==> src/rtl/genomics_result_unpacker.sv <==
// genomics_result_unpacker: accepts wide result lines and serialises them into LSB-first words.
// Defining GENOMICS_UNPACK_PREFETCH_EN adds a one-line prefetch buffer and registers in_ready.
module genomics_result_unpacker #(
  parameter int C_DATA_WIDTH = 512,
  parameter int C_WORD_WIDTH = 32
) (
  input  logic                    clk,
  input  logic                    reset,
  output logic                    in_ready,
  input  logic                    in_avail,
  input  logic [C_DATA_WIDTH-1:0] in_data,
  input  logic                    out_ready,
  output logic                    out_avail,
  output logic [C_WORD_WIDTH-1:0] out_data,
  output logic                    out_last,
  output logic [31:0]             lines_done
);

  localparam int N  = C_DATA_WIDTH / C_WORD_WIDTH;
  localparam int IW = $clog2(N);
  localparam logic [IW-1:0] LAST_IDX = IW'(N - 1);

  typedef enum logic [0:0] {
    EMPTY = 1'b0,
    DRAIN = 1'b1
  } state_e;

  state_e                  state_q, state_d;
  logic [IW-1:0]           idx_q, idx_d;
  logic [C_DATA_WIDTH-1:0] line_q, line_d;
  logic [31:0]             lines_done_q, lines_done_d;
  logic                    last_word_s;
  logic                    word_xfer_s;
  logic                    line_xfer_s;

`ifdef GENOMICS_UNPACK_PREFETCH_EN
  logic [C_DATA_WIDTH-1:0] pf_q, pf_d;
  logic                    pf_valid_q, pf_valid_d;

  // in_ready depends only on the prefetch flag, so out_ready never reaches it.
  assign in_ready = ~reset & ~pf_valid_q;
`else
  assign in_ready = ~reset & ((state_q == EMPTY) |
                              ((state_q == DRAIN) & last_word_s & out_ready));
`endif

  assign last_word_s = (idx_q == LAST_IDX);
  assign word_xfer_s = (state_q == DRAIN) & out_ready;
  assign line_xfer_s = in_ready & in_avail;

  assign out_avail  = (state_q == DRAIN);
  assign out_data   = C_WORD_WIDTH'(line_q >> (int'(idx_q) * C_WORD_WIDTH));
  assign out_last   = (state_q == DRAIN) & last_word_s;
  assign lines_done = lines_done_q;

  // Next-state: word stepping, line reload at end of line, completed-line counting.
  always_comb begin
    state_d      = state_q;
    idx_d        = idx_q;
    line_d       = line_q;
    lines_done_d = lines_done_q;
`ifdef GENOMICS_UNPACK_PREFETCH_EN
    pf_d         = pf_q;
    pf_valid_d   = pf_valid_q;
`endif
    case (state_q)
      EMPTY: begin
        if (line_xfer_s) begin
          line_d  = in_data;
          idx_d   = '0;
          state_d = DRAIN;
        end else begin
          state_d = EMPTY;
        end
      end
      DRAIN: begin
`ifdef GENOMICS_UNPACK_PREFETCH_EN
        if (line_xfer_s) begin
          pf_d       = in_data;
          pf_valid_d = 1'b1;
        end else begin
          pf_d = pf_q;
        end
`endif
        if (word_xfer_s && !last_word_s) begin
          idx_d = idx_q + IW'(1);
        end else if (word_xfer_s) begin
          lines_done_d = lines_done_q + 32'd1;
          idx_d        = '0;
`ifdef GENOMICS_UNPACK_PREFETCH_EN
          // A buffered line always precedes one arriving this cycle.
          if (pf_valid_q) begin
            line_d     = pf_q;
            pf_valid_d = line_xfer_s;
          end else if (line_xfer_s) begin
            line_d     = in_data;
            pf_valid_d = 1'b0;
          end else begin
            state_d = EMPTY;
          end
`else
          if (line_xfer_s) begin
            line_d = in_data;
          end else begin
            state_d = EMPTY;
          end
`endif
        end else begin
          idx_d = idx_q;
        end
      end
      default: begin
        state_d = EMPTY;
        idx_d   = '0;
      end
    endcase
  end

  // State registers; reset discards any partially drained line.
  always_ff @(posedge clk or posedge reset) begin
    if (reset) begin
      state_q      <= EMPTY;
      idx_q        <= '0;
      line_q       <= '0;
      lines_done_q <= 32'd0;
`ifdef GENOMICS_UNPACK_PREFETCH_EN
      pf_q         <= '0;
      pf_valid_q   <= 1'b0;
`endif
    end else begin
      state_q      <= state_d;
      idx_q        <= idx_d;
      line_q       <= line_d;
      lines_done_q <= lines_done_d;
`ifdef GENOMICS_UNPACK_PREFETCH_EN
      pf_q         <= pf_d;
      pf_valid_q   <= pf_valid_d;
`endif
    end
  end

endmodule

==> config.mk <==
export PLATFORM = sky130hd
export DESIGN_NAME = genomics_result_unpacker
export DESIGN_NICKNAME = d
export VERILOG_FILES = /design/src/rtl/genomics_result_unpacker.sv
export SDC_FILE = /design/constraint.sdc
export NUM_CORES = 1
export LEC_CHECK = 0
export BUFFER_PORTS_ARGS = -buffer_cell sky130_fd_sc_hd__buf_2
export CAP_MARGIN = 20
export CORE_AREA = 2 2 305 307
export DETAILED_ROUTE_END_ITERATION = 8
export DIE_AREA = 0 0 307 309
export MAX_ROUTING_LAYER = met4
export PLACE_DENSITY = 0.53
export SYNTH_ARGS = -nofsm -noshare
export SYNTH_HDL_FRONTEND = slang
export SYNTH_SLANG_ARGS = --single-unit
==> constraint.sdc <==
create_clock -name clk -period 18.33 [get_ports clk]
set_input_delay 3.666 -clock clk [delete_from_list [all_inputs] [get_ports clk]]
set_output_delay 3.666 -clock clk [all_outputs]
set_load 0.02 [all_outputs]
==> results_dict.tcl <==
set metrics [dict create \
    die_area_um2 94860 \
    fp.dieW_um 307 \
    drt_iter0_drc 1075 \
    vias 16500 \
    ant_nets 0 \
    postCtsResizedCells 0 \
    cts_buffers 68 \
    required_ps 14660 \
    seqCellArea_um2 13750 \
    fin_tns_setup_ps 0 \
    synth_top_cell_by_area "dfrtp_1" \
    drive_above_1_share_pct 58.05 \
    syn_area_per_cell_um2 16.64 \
    r2r_start "idx_q[0]" \
    reg2regPathDepth 9 \
    slew_headroom_pct 23.97 \
    via_per_inst 4.727 \
    period_needed_ps 8260 \
    busiest_layer "met2" \
    route.detailed.drc 0 \
    synth-seq-cells 549 \
    die_height_um 309 \
    row_count 111 \
    vdd_drop_max_v 0.00007607 \
    syn_nets 2158 \
    coreArea_um2 91390 \
    tritoncts "done" \
    cp_max_fo 43 \
    fin_crit_sh_pct 45.07 \
    min_from "lines_done[31]" \
    cts_root_buf "clkbuf_16" \
    cts_max_level 3 \
    grtUsageMet2_pct 25.93 \
    clock_sinks 549 \
    power.leakage_nw 15.65 \
    path_clk_slew_ps 60 \
    yosysTopAreaCellShare_pct 50.35 \
    synth-seq-area-share_pct 50.35 \
    crit_end "out_data[20]" \
    drt-total-wl_um 83650 \
    hp-class "register to register" \
    fill_cells 8773 \
    multi_input_area_um2 12160 \
    io_pins 583 \
    grt_max_degree 179 \
    wire_per_inst_um 23.97 \
    final_core_util_pct 36.16 \
    maxCapViolations 0 \
    syn_inst 1640 \
    yosysUniqueCellTypes 38 \
    syn_to_final_growth_pct 21.12 \
    grt_pass1_wl_um 121800 \
    grt_usage_pct 17.84 \
    syn-cell-area_um2 27290 \
    final_common_cell "buf_2" \
    fin_nets 2729 \
    grt_pass1_vias 18100 \
    start_util_pct 29.86 \
    fin_skew_ps 16.07 \
    ff2ff_setup_slack_ps 13250 \
    slew_violations 0 \
    crit_start "idx_q[0]" \
    synth_area_leaders "dfrtp_1 (50%), mux2_4 (26%), mux4_2 (5.3%)" \
    end_kind "output pin" \
    numPortBuffers 582 \
    dpl.hpwl_um 60090 \
    insertion_delay_ps 630 \
    firstDrtPassIters 5 \
    path_class "register to output pin" \
    antenna_found_initial 45 \
    final_cell_mix "buf_2 (582), dfrtp_1 (545), mux2_4 (480), mux2i_1 (128), clkbuf_16 (70)" \
    cp.arrival_ps 4590 \
    setup_viol 0 \
    outcome "complete, no violations" \
    grt_overflow_total 0 \
    post-cts-setup-buffers 0 \
    tightest_slew_ps 1140 \
    met3_usage_pct 4.755 \
    hold_buffers 0 \
    ys_warn_count 0 \
    grt_use_met1_pct 23.93 \
    gp_congestion 0.8813 \
    r2r-end "line_q[213]" \
    powerDensity_nw_per_um2 147.2 \
    rsz0062_at_grt "false" \
    finalHoldViolations 0 \
    clk_path_buf_depth 3 \
    min_path_cells 1 \
    fmax_ghz 0.1211 \
    start_kind "register" \
]
[critical path, stage by stage (launching register included)]
cell	delay, ps
dfrtp_4	870
buf_4	750
buf_4	720
mux2i_1	180
a221oi_1	810
o21ai_0	220
nand2_1	120
buf_2	200
[per-layer routing]
metal,part of all wire [%],routed length [um]
met3,6.2,5152
met4,2.9,2447
met5,0,0
met1,46,38770
met2,45,37280
[Yosys cell counts]
| master | number |
|---|---|
| dfrtp_1 | 549 |
| mux2i_1 | 128 |
| nor3_1 | 2 |
| clkbuf_1 | 21 |
| nor2_8 | 1 |
| nand3_1 | 14 |
| nor4_2 | 1 |
| nor2_1 | 8 |
| and3_1 | 5 |
| buf_12 | 53 |
| xor2_1 | 7 |
| and2_1 | 2 |
| buf_2 | 17 |
| buf_4 | 16 |
| a22oi_1 | 32 |
| o21ai_0 | 36 |
| nand4_1 | 17 |
| xnor2_1 | 24 |
| and4_1 | 3 |
| inv_1 | 4 |
| nand2_1 | 40 |
| nor2b_1 | 1 |
| or3_1 | 1 |
| clkbuf_4 | 1 |
| mux2_2 | 34 |
| buf_1 | 4 |
| a211oi_1 | 1 |
| mux4_2 | 64 |
| nand2b_1 | 2 |
| a21boi_4 | 1 |
| ha_1 | 2 |
| o21a_1 | 1 |
| buf_6 | 1 |
| a22o_1 | 1 |
| mux2_4 | 480 |
| a221oi_1 | 64 |
| nor4_4 | 1 |
| nor4_1 | 1 |
[kinds of logic (layout without fill, tap and decap cells)]
kind of cell | count (synthesis) | count (layout) | share of synthesized area, %
and+or+nand+nor | 99 | 99 | 1.912
DFF | 549 | 549 | 50.35
AOI/OAI and AO/OA | 136 | 136 | 3.751
adders and majority gates | 2 | 2 | 0.09169
muxes | 706 | 706 | 37.79
other | 0 | 42 | 0
buffers and inverters | 117 | 739 | 5.108
xor gates and xnor gates | 31 | 31 | 0.9950
[power by group]
group | switching, mW | internal (mW)
combinational | 0.720 | 0.862
clock | 0.549 | 0.844
sequential | 0.265 | 1.62
[layout make-up]
cell class / instances / area share [%]
diodes: 42 / 0.3180
flip-flops and latches: 549 / 41.60
well taps: 1186 / 4.490
inverters: 4 / 0.05679
multi-input cells: 974 / 36.81
repair buffers: 614 / 9.752
clock inverters: 25 / 0.9578
clock buffers: 96 / 6.020
[worst min-delay path by stage]
stage                          end
finish              lines_done[31]
global route        lines_done[31]
CTS                 lines_done[31]
detailed placement  lines_done[31]
global placement    lines_done[31]
floorplan              line_q[320]
[state kept, by name, summed over array words and instances, names as in the netlist]
| signal | cells |
|---|---|
| idx_q | 4 |
| line_q | 512 |
| lines_done | 32 |
| out_avail | 1 |
[metrics by stage]
stage | setup WS, ps | hold WS (ps) | area (um2) | instances | power, mW
CTS | 9987 | 492.8 | 32900 | 3446 | 4.931
finish | 10070 | 490.6 | 33050 | 3490 | 4.864
floorplan | 7194 | 476.4 | 27290 | 1640 | 2.914
global route | 9782 | 513.3 | 33050 | 3489 | 5.118
global placement | 10360 | 455.6 | 30590 | 3325 | 3.461
detailed placement | 10380 | 481.1 | 30590 | 3325 | 3.497
Note: power is estimated with default switching activity, not from simulation.
